$ cat config.mk
export PLATFORM = sky130hd
export DESIGN_NAME = ball_motion_flat
export DESIGN_NICKNAME = d
export VERILOG_FILES = /design/src/rtl/ball_motion_if.sv /design/src/rtl/ball_motion.sv /design/src/flat_wrapper.sv
export SDC_FILE = /design/constraint.sdc
export NUM_CORES = 1
export LEC_CHECK = 0
export CAP_MARGIN = 20
export CORE_MARGIN = 2
export CORE_UTILIZATION = 55
export DETAILED_ROUTE_END_ITERATION = 16
export GPL_TIMING_DRIVEN = 1
export PLACE_DENSITY_LB_ADDON = 0.08
export SLEW_MARGIN = 5
export SYNTH_ARGS = -nofsm -noshare
export SYNTH_HDL_FRONTEND = slang
export SYNTH_SLANG_ARGS = --single-unit
$ cat constraint.sdc
create_clock -name clk -period 3.1 [get_ports clk]
set_input_delay 0.465 -clock clk [delete_from_list [all_inputs] [get_ports clk]]
set_output_delay 0.465 -clock clk [all_outputs]
set_load 0.02 [all_outputs]
$ cat src/rtl/ball_motion_if.sv
// ball_motion_if
//   Groups the ball kinematics stage's per-frame controls, collider flags
//   and position/velocity results into one bundle.
//   master : driver side (frame timing, collider, launch source); it drives
//            frame_start, landed, bounce, launch, vx_in, vy_in and observes
//            X, Y, vx, vy, airborne, pos_valid.
//   slave  : the ball_motion stage itself; the mirror of master.
interface ball_motion_if;
  logic              frame_start;
  logic              landed;
  logic              bounce;
  logic              launch;
  logic signed [7:0] vx_in;
  logic signed [7:0] vy_in;
  logic        [9:0] X;
  logic        [9:0] Y;
  logic signed [7:0] vx;
  logic signed [7:0] vy;
  logic              airborne;
  logic              pos_valid;

  modport master (
    output frame_start, landed, bounce, launch, vx_in, vy_in,
    input  X, Y, vx, vy, airborne, pos_valid
  );

  modport slave (
    input  frame_start, landed, bounce, launch, vx_in, vy_in,
    output X, Y, vx, vy, airborne, pos_valid
  );
endinterface

$ cat src/rtl/ball_motion.sv
// ball_motion
//   Per-frame ball kinematics. Once per video frame the ball position is
//   advanced by its velocity, with integer gravity, wall reflection,
//   ceiling bounce and floor/terrain landing. While resting on terrain the
//   ball waits for a launch request.
//
// Ports
//   clk    : system clock
//   reset  : asynchronous, active-low reset
//   bus    : ball_motion_if.slave
//              frame_start  one-cycle pulse at start of vertical blank
//              landed       collider flag, terrain below ball
//              bounce       collider flag, terrain above ball
//              launch       one-cycle launch request (accepted only at rest)
//              vx_in/vy_in  signed launch velocity (negative vy = up)
//              X/Y          ball centre column/row
//              vx/vy        signed current velocity
//              airborne     high in every state except REST
//              pos_valid    one-cycle pulse when a new X/Y is committed
//
// Configuration
//   BALL_MOTION_DAMP_EN : when defined, wall and ceiling reflections halve
//                         the reflected speed ((-v)>>>1) so every impact
//                         loses energy. Undefined: full-magnitude reflection.
module ball_motion #(
  parameter int X_INIT  = 320,
  parameter int Y_INIT  = 100,
  parameter int RADIUS  = 4,
  parameter int X_MAX   = 639,
  parameter int Y_MAX   = 479,
  parameter int GRAVITY = 1,
  parameter int VY_MAX  = 8
) (
  input  logic         clk,
  input  logic         reset,
  ball_motion_if.slave bus
);

  typedef enum logic [2:0] {
    REST,
    FLY,
    COLLIDE,
    INTEGRATE,
    CLAMP
  } state_t;

  localparam logic signed [10:0] LO_LIM  = 11'(RADIUS);
  localparam logic signed [10:0] X_HI    = 11'(X_MAX - RADIUS);
  localparam logic signed [10:0] Y_HI    = 11'(Y_MAX - RADIUS);
  localparam logic signed [9:0]  GRAV_W  = 10'(GRAVITY);
  localparam logic signed [9:0]  VYMAX_W = 10'(VY_MAX);

  state_t            state, state_next;
  logic        [9:0] x_q, x_d, y_q, y_d;
  logic signed [7:0] vx_q, vx_d, vy_q, vy_d;
  logic signed [10:0] nx_q, nx_d, ny_q, ny_d;
  logic              land_s, land_d, bnc_s, bnc_d;
  logic              pos_valid_q, pos_valid_d;

  // Velocity reflection used for both wall and ceiling impacts.
  // Negating -128 would overflow, so the undamped form saturates to +127;
  // the damped form negates in 9 bits first so -128 yields +64.
  function automatic logic signed [7:0] reflect(input logic signed [7:0] v);
`ifdef BALL_MOTION_DAMP_EN
    logic signed [8:0] neg;
    neg     = -$signed({v[7], v});
    reflect = 8'(neg >>> 1);
`else
    reflect = (v == -8'sd128) ? 8'sd127 : -v;
`endif
  endfunction

  // Gravity step, computed wide so it can neither wrap past +127 nor
  // exceed the downward speed limit.
  function automatic logic signed [7:0] grav_add(input logic signed [7:0] v);
    logic signed [9:0] s;
    s = $signed({{2{v[7]}}, v}) + GRAV_W;
    if (s > VYMAX_W)
      grav_add = 8'(VY_MAX);
    else if (s < -10'sd128)
      grav_add = -8'sd128;
    else
      grav_add = s[7:0];
  endfunction

  always_comb begin
    state_next  = state;
    x_d         = x_q;
    y_d         = y_q;
    vx_d        = vx_q;
    vy_d        = vy_q;
    nx_d        = nx_q;
    ny_d        = ny_q;
    land_d      = land_s;
    bnc_d       = bnc_s;
    pos_valid_d = 1'b0;

    case (state)
      REST: begin
        vx_d = '0;
        vy_d = '0;
        // launch takes precedence over a coincident frame_start, which is
        // simply not looked at in this state
        if (bus.launch) begin
          vx_d       = bus.vx_in;
          vy_d       = bus.vy_in;
          land_d     = 1'b0;
          bnc_d      = 1'b0;
          state_next = FLY;
        end
      end

      FLY: begin
        // collider flags are held for the whole frame so a short pulse
        // during active video is not lost before the update
        land_d = land_s | bus.landed;
        bnc_d  = bnc_s | bus.bounce;
        if (bus.frame_start)
          state_next = COLLIDE;
      end

      COLLIDE: begin
        land_d = 1'b0;
        bnc_d  = 1'b0;
        // landing only counts while moving down; moving up through a
        // ledge ignores it
        if (land_s && !vy_q[7]) begin
          vx_d       = '0;
          vy_d       = '0;
          state_next = REST;
        end else begin
          if (bnc_s && vy_q[7])
            vy_d = reflect(vy_q);
          state_next = INTEGRATE;
        end
      end

      INTEGRATE: begin
        // position advances with the pre-gravity vy
        vy_d       = grav_add(vy_q);
        nx_d       = $signed({1'b0, x_q}) + $signed({{3{vx_q[7]}}, vx_q});
        ny_d       = $signed({1'b0, y_q}) + $signed({{3{vy_q[7]}}, vy_q});
        state_next = CLAMP;
      end

      CLAMP: begin
        pos_valid_d = 1'b1;
        state_next  = FLY;
        if (nx_q < LO_LIM) begin
          x_d  = LO_LIM[9:0];
          vx_d = reflect(vx_q);
        end else if (nx_q > X_HI) begin
          x_d  = X_HI[9:0];
          vx_d = reflect(vx_q);
        end else begin
          x_d = nx_q[9:0];
        end
        // floor contact overrides any wall reflection and parks the ball
        if (ny_q < LO_LIM) begin
          y_d  = LO_LIM[9:0];
          vy_d = '0;
        end else if (ny_q > Y_HI) begin
          y_d        = Y_HI[9:0];
          vx_d       = '0;
          vy_d       = '0;
          state_next = REST;
        end else begin
          y_d = ny_q[9:0];
        end
      end

      default: begin
        state_next = FLY;
      end
    endcase
  end

  always_ff @(posedge clk or negedge reset) begin
    if (!reset) begin
      state       <= FLY;
      x_q         <= 10'(X_INIT);
      y_q         <= 10'(Y_INIT);
      vx_q        <= '0;
      vy_q        <= '0;
      nx_q        <= '0;
      ny_q        <= '0;
      land_s      <= 1'b0;
      bnc_s       <= 1'b0;
      pos_valid_q <= 1'b0;
    end else begin
      state       <= state_next;
      x_q         <= x_d;
      y_q         <= y_d;
      vx_q        <= vx_d;
      vy_q        <= vy_d;
      nx_q        <= nx_d;
      ny_q        <= ny_d;
      land_s      <= land_d;
      bnc_s       <= bnc_d;
      pos_valid_q <= pos_valid_d;
    end
  end

  assign bus.X         = x_q;
  assign bus.Y         = y_q;
  assign bus.vx        = vx_q;
  assign bus.vy        = vy_q;
  assign bus.airborne  = (state != REST);
  assign bus.pos_valid = pos_valid_q;

endmodule

$ cat src/flat_wrapper.sv
// flat-port wrapper written by rule: the top's interface ports become plain ports
module ball_motion_flat 
#(
  parameter int X_INIT  = 320,
  parameter int Y_INIT  = 100,
  parameter int RADIUS  = 4,
  parameter int X_MAX   = 639,
  parameter int Y_MAX   = 479,
  parameter int GRAVITY = 1,
  parameter int VY_MAX  = 8
)
  (clk, reset, bus_frame_start, bus_landed, bus_bounce, bus_launch, bus_vx_in, bus_vy_in, bus_X, bus_Y, bus_vx, bus_vy, bus_airborne, bus_pos_valid);
  ball_motion_if bus_i ();
  input  logic clk;
  input  logic reset;
  input wire logic [$bits(bus_i.frame_start)-1:0] bus_frame_start;
  input wire logic [$bits(bus_i.landed)-1:0] bus_landed;
  input wire logic [$bits(bus_i.bounce)-1:0] bus_bounce;
  input wire logic [$bits(bus_i.launch)-1:0] bus_launch;
  input wire logic [$bits(bus_i.vx_in)-1:0] bus_vx_in;
  input wire logic [$bits(bus_i.vy_in)-1:0] bus_vy_in;
  output wire logic [$bits(bus_i.X)-1:0] bus_X;
  output wire logic [$bits(bus_i.Y)-1:0] bus_Y;
  output wire logic [$bits(bus_i.vx)-1:0] bus_vx;
  output wire logic [$bits(bus_i.vy)-1:0] bus_vy;
  output wire logic [$bits(bus_i.airborne)-1:0] bus_airborne;
  output wire logic [$bits(bus_i.pos_valid)-1:0] bus_pos_valid;
  assign bus_i.frame_start = bus_frame_start;
  assign bus_i.landed = bus_landed;
  assign bus_i.bounce = bus_bounce;
  assign bus_i.launch = bus_launch;
  assign bus_i.vx_in = bus_vx_in;
  assign bus_i.vy_in = bus_vy_in;
  assign bus_X = bus_i.X;
  assign bus_Y = bus_i.Y;
  assign bus_vx = bus_i.vx;
  assign bus_vy = bus_i.vy;
  assign bus_airborne = bus_i.airborne;
  assign bus_pos_valid = bus_i.pos_valid;
  ball_motion #(.X_INIT(X_INIT), .Y_INIT(Y_INIT), .RADIUS(RADIUS), .X_MAX(X_MAX), .Y_MAX(Y_MAX), .GRAVITY(GRAVITY), .VY_MAX(VY_MAX)) u_core (.clk(clk), .reset(reset), .bus(bus_i));
endmodule
After elaboration in Yosys (flattened, before gate mapping)
Index checks and enable logic that the tools add are counted.
{"block": "classes", "add_sub_neg": 5, "n_mul": 0, "div": 0, "n_lt_le_gt_ge": 6, "n_eq_ne": 11, "shift": 0, "muxes": 31, "bitwise": 2, "reduce_logical": 12}
{"cell": "$mux W8", "n": 15}
{"cell": "$mux W10", "n": 4}
{"cell": "$pmux W8 S4", "n": 1}
{"cell": "$pmux W8 S3", "n": 1}
{"cell": "$add A11 B8 Y11", "n": 2}
{"cell": "$lt A11 B4 Y1 const B", "n": 2}
{"cell": "$eq A8 B8 Y1 const B", "n": 2}
{"cell": "$neg A8 Y8", "n": 2}
{"cell": "$pmux W3 S5", "n": 1}
{"cell": "$gt A11 B10 Y1 const B", "n": 1}
{"cell": "$gt A11 B11 Y1 const B", "n": 1}
{"cell": "$gt A10 B5 Y1 const B", "n": 1}
{"cell": "$lt A10 B8 Y1 const B", "n": 1}
{"cell": "$add A8 B2 Y9 const B", "n": 1}
{"cell": "$mux W3", "n": 3}
{"cell": "$reduce_bool A3 Y1", "n": 3}
{"cell": "$eq A3 B2 Y1 const B", "n": 2}
{"cell": "$ne A3 B1 Y1 const B", "n": 2}
{"cell": "$pmux W1 S3", "n": 2}
{"cell": "$reduce_and A2 Y1", "n": 3}
{"cell": "$ne A2 B2 Y1 const B", "n": 2}
{"cell": "$reduce_bool A4 Y1", "n": 1}
{"cell": "$eq A3 B1 Y1 const B", "n": 1}
{"cell": "$eq A3 B3 Y1 const B", "n": 1}
{"cell": "other kinds (8)", "n": 12}
{"block": "word_totals", "ff_bits": 64, "latch_bits": 0, "mem_bits_rw": 0, "mem_bits_ro": 0, "in_bits": 22, "memories": 0}

Longest topological paths before layout
Gate-level depths: netlist of run 1.
{"block": "logic_depth", "depth_word": 7, "mapped_depth": 9, "depth_no_buf": 9}

Worst setup path after synthesis of run 1
No wires, ideal clock.
{"block": "synth_timing", "path_kind": "reg-to-reg", "startpoint": "register u_core.vy_q[1], in the netlist u_core.bus.vy[1]", "endpoint": "register u_core.ny_q[8]", "setup_time_ps": 69, "t_arrival_ps": 2341, "required_ps": 3031, "setup_slack_ps": 689, "stages_incl_launch_ff": 9, "n_path_buf": 0, "synth_period_minus_slack_ps": 2411, "path_cell_list": "dfrtp_1 > inv_1 > fa_1 > nor2b_1 > o21ai_0 > a21oi_1 > o41ai_1 > or4b_2 > nand3_1"}
{"block": "synth_via", "elab_chain_cells": 1}
{"element": "from (decl)", "line": "ball_motion.sv:55", "source": "logic signed [7:0] vx_q, vx_d, vy_q, vy_d;"}
{"element": "from (signal assigned)", "line": "ball_motion.sv:195", "source": "vy_q <= vy_d;"}
{"element": "$add A11 B8 Y11", "line": "ball_motion.sv:142", "source": "ny_d = $signed({1'b0, y_q}) + $signed({{3{vy_q[7]}}, vy_q});"}
{"element": "to (signal assigned)", "line": "ball_motion.sv:197", "source": "ny_q <= ny_d;"}
{"element": "to (decl)", "line": "ball_motion.sv:56", "source": "logic signed [10:0] nx_q, nx_d, ny_q, ny_d;"}
No other way between the ends.
A chain may end at the register's enable or synchronous reset.

Worst setup path in the final report of run 1
{"block": "layout_timing", "startpoint": "register u_core.vy_q[0], in the netlist u_core.bus.vy[0]", "endpoint": "register u_core.ny_q[8]"}
The elaborated chain is that of the path after synthesis.

==> impl_results.html, run 1 <==
<table>
<tr><th>Metric</th><th>Value</th></tr>
<tr><th colspan="2">Finish</th></tr>
<tr><td>Diodes inserted</td><td>0</td></tr>
<tr><td>Final cell count without fillers</td><td>roughly 680</td></tr>
<tr><td>Commonest non-fill, non-tap cell in the layout</td><td>sky130_fd_sc_hd__nand2_1</td></tr>
<tr><td>Number of nets in the layout</td><td>615</td></tr>
<tr><td>Commonest cells after routing, fill and taps aside</td><td>77 x sky130_fd_sc_hd__nand2_1, 58 x sky130_fd_sc_hd__clkdlybuf4s50_1, 58 x sky130_fd_sc_hd__dfrtp_1</td></tr>
<tr><td>Synth-to-layout area growth</td><td>22.5%</td></tr>
<tr><td>Ratio of cells with drive above 1 in the final layout</td><td>under 10%</td></tr>
<tr><td>Fill cell total of the finished layout</td><td>~650</td></tr>
<tr><th colspan="2">Routing</th></tr>
<tr><td>Detailed-route wire length per cell</td><td>roughly 17 um</td></tr>
<tr><td>Number of DRC markers after the initial detailed-route iteration</td><td>between 200 and 300</td></tr>
<tr><td>Drt total wl</td><td>between 10 and 15 mm</td></tr>
<tr><td>Via-per-instance ratio</td><td>between 6 and 7</td></tr>
<tr><td>Count of nets left with antenna violations after detail routing</td><td>0</td></tr>
<tr><td>First drt pass iteration count</td><td>5</td></tr>
<tr><td>Number of vias in the routed layout</td><td>about 4100</td></tr>
<tr><td>DRC violations left</td><td>0</td></tr>
<tr><th colspan="2">Setup path</th></tr>
<tr><td>Number of cells on the worst reg-to-reg path</td><td>9</td></tr>
<tr><td>Crit end category</td><td>flop</td></tr>
<tr><td>Type of the setup path with the least slack</td><td>reg -&gt; reg</td></tr>
<tr><td>Startpoint type of the worst setup path</td><td>flop</td></tr>
<tr><td>Worst setup path start</td><td>u_core.bus.vy[0]$_DFFE_PN0P_</td></tr>
<tr><td>Required time at the endpoint of the critical path</td><td>~3.4 ns</td></tr>
<tr><td>Critical Path Max Stage Delay</td><td>~0.65 ns</td></tr>
<tr><td>Cell chain of the critical path</td><td>ha_1, inv_1, fa_1, nor2b_1, o21ai_0, a21oi_1, o41ai_1, or4b_2, nand3_1</td></tr>
<tr><td>Highest fanout seen on the critical path</td><td>12</td></tr>
<tr><td>Worst flop-to-flop path endpoint</td><td>u_core.ny_q[8]$_DFFE_PN0P_</td></tr>
<tr><td>Worst Path Arrival</td><td>about 3.0 ns</td></tr>
<tr><td>Critical-path cell with the highest stage delay</td><td>sky130_fd_sc_hd__or4b_2</td></tr>
<tr><td>Worst reg2reg path startpoint</td><td>u_core.bus.vy[0]$_DFFE_PN0P_</td></tr>
<tr><td>Worst setup slack for register-to-register paths</td><td>about 0.43 ns</td></tr>
<tr><th colspan="2">Yosys</th></tr>
<tr><td>Post-synth EDFFs</td><td>0</td></tr>
<tr><td>Total of flip-flops plus latches after synthesis</td><td>64</td></tr>
<tr><td>Post-synthesis async set-or-reset flop share</td><td>between 90% and 100%</td></tr>
<tr><td>Seq/Total Area, Yosys</td><td>37.9%</td></tr>
<tr><td>Yosys warning total</td><td>0</td></tr>
<tr><td>Largest area contributor in the netlist</td><td>sky130_fd_sc_hd__dfrtp_1</td></tr>
<tr><td>Cells after Synth</td><td>approximately 500</td></tr>
<tr><td>Share of the synthesized area in the top cell type</td><td>roughly 34%</td></tr>
<tr><td>Number of distinct library cells after synthesis</td><td>66</td></tr>
<tr><td>Syn_nets</td><td>557</td></tr>
<tr><td>Main synth FF type</td><td>sky130_fd_sc_hd__dfrtp_1</td></tr>
<tr><td>Post-Synthesis Cell Area</td><td>approximately 0.0042 sq mm</td></tr>
<tr><td>Syn Area/Cell</td><td>between 8 and 9 sq um</td></tr>
<tr><td>Ranking of synthesized cells by area</td><td>sky130_fd_sc_hd__dfrtp_1 34%, sky130_fd_sc_hd__nand2_1 6.8%, sky130_fd_sc_hd__ha_1 6.8%, sky130_fd_sc_hd__o21ai_0 6.1%, sky130_fd_sc_hd__nor2_1 4.0%</td></tr>
<tr><th colspan="2">GRT</th></tr>
<tr><td>Aggregate global routing overflow</td><td>0</td></tr>
<tr><td>Pin count of the biggest net entering global routing</td><td>34</td></tr>
<tr><td>Number of global-route vias before repair</td><td>slightly above 4000</td></tr>
<tr><td>GRT Overall Usage</td><td>roughly 29%</td></tr>
<tr><td>Initial antenna violation count</td><td>0</td></tr>
<tr><td>Wire length of the first global-routing pass</td><td>roughly 20 mm</td></tr>
<tr><th colspan="2">Clock network</th></tr>
<tr><td>Maximum count of clock buffers along a single path</td><td>2</td></tr>
<tr><td>Total of hold buffers inserted after clock tree synthesis</td><td>0</td></tr>
<tr><td>CTS clk-pin slew, worst paths</td><td>0.08 ns</td></tr>
<tr><td>CTS root buffer</td><td>sky130_fd_sc_hd__clkbuf_8</td></tr>
<tr><td>TritonCTS clock tree</td><td>built</td></tr>
<tr><td>Inserted Clock Buffers</td><td>9</td></tr>
<tr><td>Clk Latency, worst-skew pair</td><td>0.35 ns</td></tr>
<tr><td>Post-CTS resize count</td><td>0</td></tr>
<tr><td>Setup fix buffers added after clock tree synthesis</td><td>0</td></tr>
<tr><td>H-Tree Depth</td><td>3</td></tr>
<tr><td>Number of sinks on the clock net</td><td>64</td></tr>
<tr><th colspan="2">Floorplan</th></tr>
<tr><td>Rows</td><td>32</td></tr>
<tr><td>Initial Utilization</td><td>55.8%</td></tr>
<tr><td>I/O Pins</td><td>60</td></tr>
<tr><td>Area of the die</td><td>~0.0084 sq mm</td></tr>
<tr><td>Core Footprint</td><td>~0.0076 sq mm</td></tr>
<tr><td>Die X-Extent</td><td>91.9 um</td></tr>
<tr><td>Die Y-Extent</td><td>around 92 um</td></tr>
<tr><th colspan="2">Placed design</th></tr>
<tr><td>DPL Wire Length</td><td>roughly 8.4 mm</td></tr>
<tr><td>Port-buffer cells</td><td>59</td></tr>
<tr><td>Gp weighted congestion</td><td>a little over 0.9</td></tr>
<tr><td>Cell total after placement</td><td>between 600 and 700</td></tr>
<tr><th colspan="2">STA</th></tr>
<tr><td>Worst clock skew</td><td>0.00950 ns</td></tr>
<tr><td>Portion of the clock cycle consumed by the worst path in the final layout</td><td>86.0%</td></tr>
<tr><td>Hold violation count in the final report</td><td>0</td></tr>
<tr><td>RSZ-0062 raised after global routing</td><td>false</td></tr>
<tr><td>Final worst hold slack</td><td>between 0.15 and 0.2 ns</td></tr>
<tr><td>Fmax</td><td>between 0.3 and 0.4 GHz</td></tr>
<tr><td>Final TNS setup</td><td>0 ns</td></tr>
<tr><td>Worst slew margin</td><td>around half</td></tr>
<tr><td>Final min period</td><td>between 2 and 3 ns</td></tr>
<tr><td>Final Setup Violations</td><td>0</td></tr>
<tr><td>Tightest Pin Transition</td><td>~0.77 ns</td></tr>
<tr><td>Max-slew violation count</td><td>0</td></tr>
<tr><th colspan="2">Pwr</th></tr>
<tr><td>Leak Pwr</td><td>~0.0023 uW</td></tr>
<tr><td>Power density of the placed cells</td><td>between 1000 and 1500 mW/mm^2</td></tr>
<tr><td>Worst vdd rail ir drop</td><td>about 0.57 mV</td></tr>
<tr><th colspan="2">Status</th></tr>
<tr><td>Run status</td><td>finished clean</td></tr>
<tr><th colspan="2">Run</th></tr>
<tr><td>Max Cap Viol</td><td>0</td></tr>
<tr><th colspan="2">Worst hold path</th></tr>
<tr><td>Path class of the lowest-slack min-delay path</td><td>in -&gt; async</td></tr>
</table>
==> flip-flops by register name, indices dropped and copies added (netlist names) <==
register and count:
u_core.bus.X 10, u_core.nx_q 11, u_core.state 3, u_core.bus.vy 8, u_core.bnc_s 1, u_core.bus.vx 8
u_core.bus.Y 10, u_core.bus.pos_valid 1, u_core.ny_q 11, u_core.land_s 1
==> how the worst max path moves through the flow <==
stage / cells past startpoint / slack (ns) / end
after floorplan: 8 / 0.69 / u_core.ny_q[8]$_DFFE_PN0P_
after global placement: 9 / 0.57 / u_core.ny_q[8]$_DFFE_PN0P_
after detailed placement: 9 / 0.48 / u_core.ny_q[8]$_DFFE_PN0P_
after CTS: 9 / 0.46 / u_core.ny_q[8]$_DFFE_PN0P_
after global routing: 9 / 0.24 / u_core.ny_q[8]$_DFFE_PN0P_
final: 9 / 0.43 / u_core.ny_q[8]$_DFFE_PN0P_
==> cells in the mapped netlist (3+ instances only) <==
cell                       number
sky130_fd_sc_hd__nand3_1       14
sky130_fd_sc_hd__nand4b_1       4
sky130_fd_sc_hd__nor3_1        14
sky130_fd_sc_hd__nand2b_1       3
sky130_fd_sc_hd__dfstp_2        6
sky130_fd_sc_hd__a21oi_1       26
sky130_fd_sc_hd__ha_1          23
sky130_fd_sc_hd__a31oi_1       16
sky130_fd_sc_hd__o31ai_1        5
sky130_fd_sc_hd__o41ai_1        6
sky130_fd_sc_hd__xnor2_1        6
sky130_fd_sc_hd__o21a_1         4
sky130_fd_sc_hd__or3_1          7
sky130_fd_sc_hd__a22oi_1        3
sky130_fd_sc_hd__and3_1         4
sky130_fd_sc_hd__buf_2          3
sky130_fd_sc_hd__o211ai_1       4
sky130_fd_sc_hd__a211oi_1       6
sky130_fd_sc_hd__nor2_1        45
sky130_fd_sc_hd__nor4_1         3
sky130_fd_sc_hd__nor2b_1        4
sky130_fd_sc_hd__and2_1         4
sky130_fd_sc_hd__a21o_1         3
sky130_fd_sc_hd__nand2_1       77
sky130_fd_sc_hd__inv_1         27
sky130_fd_sc_hd__o22ai_1        3
sky130_fd_sc_hd__nor3b_1        3
sky130_fd_sc_hd__a211o_1        4
sky130_fd_sc_hd__clkbuf_1      14
sky130_fd_sc_hd__xor2_1        13
sky130_fd_sc_hd__o21ai_0       52
sky130_fd_sc_hd__dfrtp_1       58
==> per-layer routing <==
| metal | global-route usage, % | share of wire [%] |
|---|---|---|
| met3 | 4.60 | 5.2 |
| met2 | 48.5 | 49 |
| met4 | 13.8 | 3.2 |
| met1 | 36.8 | 42 |
| met5 | 0 | 0 |
==> critical path, delay by kind of cell (launching register included) <==
kind	cells	cell delay (ns)
flops	1	0.54
compound gates	3	0.53
fa+ha+maj	2	0.63
simple gates	3	0.85
buf+inv	1	0.06
==> power breakdown <==
part | switching (uW) | leakage (uW) | total [uW] | internal [uW]
sequential | 513 | 0.000806 | 1720 | 1210
clock | 367 | 0.000123 | 927 | 560
combinational | 1770 | 0.00134 | 3130 | 1350
total | 2650 | 0.00227 | 5780 | 3130
==> stage by stage <==
step / power (uW) / setup WS [ns] / utilization [%] / cell area, sq um
5_1_grt: 6220 / 0.237 / 68.4 / 5200
4_1_cts: 5770 / 0.464 / 68.4 / 5200
6_report: 5780 / 0.434 / 68.4 / 5200
3_3_place_gp: 4730 / 0.569 / 65.1 / 4950
3_5_place_dp: 4820 / 0.481 / 65.1 / 4950
2_1_floorplan: 3770 / 0.689 / - / 4250
==> cell type report <==
class / instances / area (sq um) / area share (%)
Multi-Input combinational cell: 395 / 2430 / 46.7
Sequential cell: 64 / 1610 / 30.9
Timing Repair Buffer: 70 / 681 / 13.1
Clock buffer: 10 / 138 / 2.65
Tap cell: 102 / 128 / 2.45
Clock inverter: 6 / 115 / 2.21
Inverter: 28 / 105 / 2.02
==> kinds of logic after synthesis <==
family                     synth area share [%]
and+or+nand+nor                            21.3
AOI/OAI and AO/OA                          24.2
DFF                                        37.9
buffers and inverters                      4.98
adders and majority gates                  7.72
xor gates and xnor gates                   3.92
No activity file was read; power rests on OpenSTA's default activity.
==> run 2, diff against run 1 <==
==> constraint.sdc (replaced) <==
create_clock -name clk -period 2.7 [get_ports clk]
set_input_delay 0.405 -clock clk [delete_from_list [all_inputs] [get_ports clk]]
set_output_delay 0.405 -clock clk [all_outputs]
set_load 0.02 [all_outputs]
==> run 2 against run 1 <==
Against the previous run:
- cell area about the same
- critical path depth decreased by 2
- first-iteration DRC count decreased by 20%
- core utilization about the same
- sequential power increased by 12%
- routed wire length decreased by 2.8%
- critical endpoint is now u_core.bus.vy[4]$_DFFE_PN0P_
- largest cell class unchanged
==> impl_results.html, run 2 (synthesis results as in run 1) <==
<table>
<tr><th>Metric</th><th>Value</th></tr>
<tr><th colspan="2">Clock network</th></tr>
<tr><td>CTS root buffer</td><td>sky130_fd_sc_hd__clkbuf_8</td></tr>
<tr><td>TritonCTS clock tree</td><td>built</td></tr>
<tr><td>Inserted Clock Buffers</td><td>9</td></tr>
<tr><td>Setup fix buffers added after clock tree synthesis</td><td>0</td></tr>
<tr><td>Number of sinks on the clock net</td><td>64</td></tr>
<tr><td>H-Tree Depth</td><td>3</td></tr>
<tr><td>CTS clk-pin slew, worst paths</td><td>around 0.080 ns</td></tr>
<tr><td>Clk Latency, worst-skew pair</td><td>0.36 ns</td></tr>
<tr><td>Maximum count of clock buffers along a single path</td><td>2</td></tr>
<tr><th colspan="2">Routing</th></tr>
<tr><td>Detailed-route wire length per cell</td><td>16.7 um</td></tr>
<tr><td>Number of vias in the routed layout</td><td>~4100</td></tr>
<tr><td>Drt total wl</td><td>approximately 11 mm</td></tr>
<tr><td>DRC violations left</td><td>0</td></tr>
<tr><td>First drt pass iteration count</td><td>5</td></tr>
<tr><td>Number of DRC markers after the initial detailed-route iteration</td><td>approximately 210</td></tr>
<tr><td>Count of nets left with antenna violations after detail routing</td><td>0</td></tr>
<tr><td>Via-per-instance ratio</td><td>between 5 and 6</td></tr>
<tr><th colspan="2">Placed design</th></tr>
<tr><td>DPL Wire Length</td><td>8.28 mm</td></tr>
<tr><td>Port-buffer cells</td><td>a little under 60</td></tr>
<tr><td>Placed cell area</td><td>between 0.004 and 0.005 sq mm</td></tr>
<tr><td>Cell total after placement</td><td>~660</td></tr>
<tr><td>Gp weighted congestion</td><td>0.935</td></tr>
<tr><th colspan="2">Floorplan</th></tr>
<tr><td>Initial Utilization</td><td>55.8%</td></tr>
<tr><td>Die Y-Extent</td><td>slightly above 90 um</td></tr>
<tr><td>Rows</td><td>32</td></tr>
<tr><td>Area of the die</td><td>about 0.0084 sq mm</td></tr>
<tr><td>Core Footprint</td><td>approximately 0.0076 sq mm</td></tr>
<tr><td>I/O Pins</td><td>60</td></tr>
<tr><td>Die X-Extent</td><td>a little over 90 um</td></tr>
<tr><th colspan="2">Finish</th></tr>
<tr><td>Multi-input gate area</td><td>about 0.0024 sq mm</td></tr>
<tr><td>Ratio of cells with drive above 1 in the final layout</td><td>8.16%</td></tr>
<tr><td>Biggest registers after layout</td><td>u_core.nx_q x11, u_core.ny_q x11</td></tr>
<tr><td>Diodes inserted</td><td>0</td></tr>
<tr><td>Fin util</td><td>68.4%</td></tr>
<tr><td>Synth-to-layout area growth</td><td>22.5%</td></tr>
<tr><td>Post-layout instance area</td><td>0.00520 sq mm</td></tr>
<tr><td>Combined flip-flop and latch cell area</td><td>between 0.0015 and 0.002 sq mm</td></tr>
<tr><td>Commonest non-fill, non-tap cell in the layout</td><td>sky130_fd_sc_hd__nand2_1</td></tr>
<tr><td>Final cell count without fillers</td><td>a little under 700</td></tr>
<tr><td>Fill cell total of the finished layout</td><td>around 640</td></tr>
<tr><td>Number of nets in the layout</td><td>about 600</td></tr>
<tr><td>Commonest cells after routing, fill and taps aside</td><td>77 x sky130_fd_sc_hd__nand2_1, 58 x sky130_fd_sc_hd__clkdlybuf4s50_1, 58 x sky130_fd_sc_hd__dfrtp_1</td></tr>
<tr><th colspan="2">STA</th></tr>
<tr><td>Final worst hold slack</td><td>between 0.1 and 0.15 ns</td></tr>
<tr><td>Portion of the clock cycle consumed by the worst path in the final layout</td><td>92.9%</td></tr>
<tr><td>Tightest Pin Transition</td><td>0.828 ns</td></tr>
<tr><td>RSZ-0062 raised after global routing</td><td>false</td></tr>
<tr><td>Max-slew violation count</td><td>0</td></tr>
<tr><td>Hold violation count in the final report</td><td>0</td></tr>
<tr><td>Worst clock skew</td><td>between 0.01 and 0.015 ns</td></tr>
<tr><td>Worst slew margin</td><td>between 40 and 50%</td></tr>
<tr><td>Final min period</td><td>2.51 ns</td></tr>
<tr><td>Final TNS setup</td><td>0 ns</td></tr>
<tr><td>Fmax</td><td>roughly 0.4 GHz</td></tr>
<tr><td>Final Setup Violations</td><td>0</td></tr>
<tr><th colspan="2">Status</th></tr>
<tr><td>Run status</td><td>finished clean</td></tr>
<tr><th colspan="2">Setup path</th></tr>
<tr><td>Worst reg2reg path startpoint</td><td>u_core.bus.vy[1]$_DFFE_PN0P_</td></tr>
<tr><td>Startpoint type of the worst setup path</td><td>flop</td></tr>
<tr><td>Worst flop-to-flop path endpoint</td><td>u_core.bus.vy[4]$_DFFE_PN0P_</td></tr>
<tr><td>Highest fanout seen on the critical path</td><td>9</td></tr>
<tr><td>Worst Path Arrival</td><td>~2.8 ns</td></tr>
<tr><td>Number of cells on the worst reg-to-reg path</td><td>7</td></tr>
<tr><td>Required time at the endpoint of the critical path</td><td>approximately 2.9 ns</td></tr>
<tr><td>Type of the setup path with the least slack</td><td>reg -&gt; reg</td></tr>
<tr><td>Crit end category</td><td>flop</td></tr>
<tr><td>Worst setup slack for register-to-register paths</td><td>between 0.15 and 0.2 ns</td></tr>
<tr><td>Worst setup path start</td><td>u_core.bus.vy[1]$_DFFE_PN0P_</td></tr>
<tr><th colspan="2">Worst hold path</th></tr>
<tr><td>Path class of the lowest-slack min-delay path</td><td>in -&gt; async</td></tr>
<tr><th colspan="2">Run</th></tr>
<tr><td>Max Cap Viol</td><td>0</td></tr>
<tr><th colspan="2">GRT</th></tr>
<tr><td>Initial antenna violation count</td><td>0</td></tr>
<tr><td>GRT Overall Usage</td><td>between 20 and 30%</td></tr>
<tr><td>Wire length of the first global-routing pass</td><td>about 19 mm</td></tr>
<tr><td>Aggregate global routing overflow</td><td>0</td></tr>
<tr><td>Pin count of the biggest net entering global routing</td><td>49</td></tr>
<tr><td>Number of global-route vias before repair</td><td>approximately 4000</td></tr>
<tr><th colspan="2">Pwr</th></tr>
<tr><td>Worst vdd rail ir drop</td><td>~0.61 mV</td></tr>
<tr><td>Leak Pwr</td><td>approximately 0.0023 uW</td></tr>
<tr><td>Power density of the placed cells</td><td>between 1000 and 1500 mW/mm^2</td></tr>
</table>
## run 2: changes by cell type in the layout (fill, tap and decap cells not counted)
cell and delta:
sky130_fd_sc_hd__buf_4 +3, sky130_fd_sc_hd__bufinv_16 -1, sky130_fd_sc_hd__clkbuf_8 -1, sky130_fd_sc_hd__clkinv_4 +2, sky130_fd_sc_hd__clkinvlp_4 -1, sky130_fd_sc_hd__inv_6 +1
sky130_fd_sc_hd__o21ai_1 -1, sky130_fd_sc_hd__o21ai_2 +1
## run 2: through the flow
stage / total power [uW] / setup slack, ns
floorplan: 4330 / 0.289
global placement: 5500 / 0.285
detailed placement: 5570 / 0.122
CTS: 6550 / 0.103
global route: 7080 / 0.0559
finish: 6560 / 0.192
## run 2: timing repair
action,4_1_cts,5_1_grt
hold buffers,0,0
setup endpoints to repair,0,1
gates resized for setup,0,1
## run 2: worst max-delay path, stage by stage, from the launching register on
cell and delay [ns]:
sky130_fd_sc_hd__dfrtp_1 0.50, sky130_fd_sc_hd__ha_1 0.33, sky130_fd_sc_hd__nand3_1 0.25, sky130_fd_sc_hd__o31ai_1 0.35
sky130_fd_sc_hd__a21oi_1 0.16, sky130_fd_sc_hd__o21ai_2 0.33, sky130_fd_sc_hd__nor3_1 0.09, sky130_fd_sc_hd__a2111o_1 0.38
## run 2: worst max path at each step
stage / endpoint / cells past startpoint
after floorplan: u_core.ny_q[8]$_DFFE_PN0P_ / 8
after global placement: u_core.bus.vy[4]$_DFFE_PN0P_ / 7
after detailed placement: u_core.bus.vy[4]$_DFFE_PN0P_ / 7
after CTS: u_core.bus.vy[4]$_DFFE_PN0P_ / 7
after global routing: u_core.bus.vy[4]$_DFFE_PN0P_ / 7
final: u_core.bus.vy[4]$_DFFE_PN0P_ / 7
## run 2: cell type report
cell class                      instances  area share (%)
Clock buffer                            9            2.38
Clock inverter                          7            2.00
Inverter                               28            2.02
Multi-Input combinational cell        395            46.7
Sequential cell                        64            30.9
Tap cell                              102            2.45
Timing Repair Buffer                   73            13.5
## run 2: power by group
group | internal (uW) | total (uW) | switching [uW] | leakage [uW]
sequential | 1390 | 1930 | 542 | 0.000806
clock | 531 | 958 | 427 | 0.000114
combinational | 1580 | 3670 | 2100 | 0.00136
## run 2: layer usage
metal / up-vias / share of wire (%) / track usage, %
li1: 1969 / - / -
met1: 1906 / 43 / 35.4
met2: 145 / 49 / 47.8
met3: 35 / 4.7 / 4.35
met4: 0 / 3.9 / 14.2
met5: - / 0 / 0
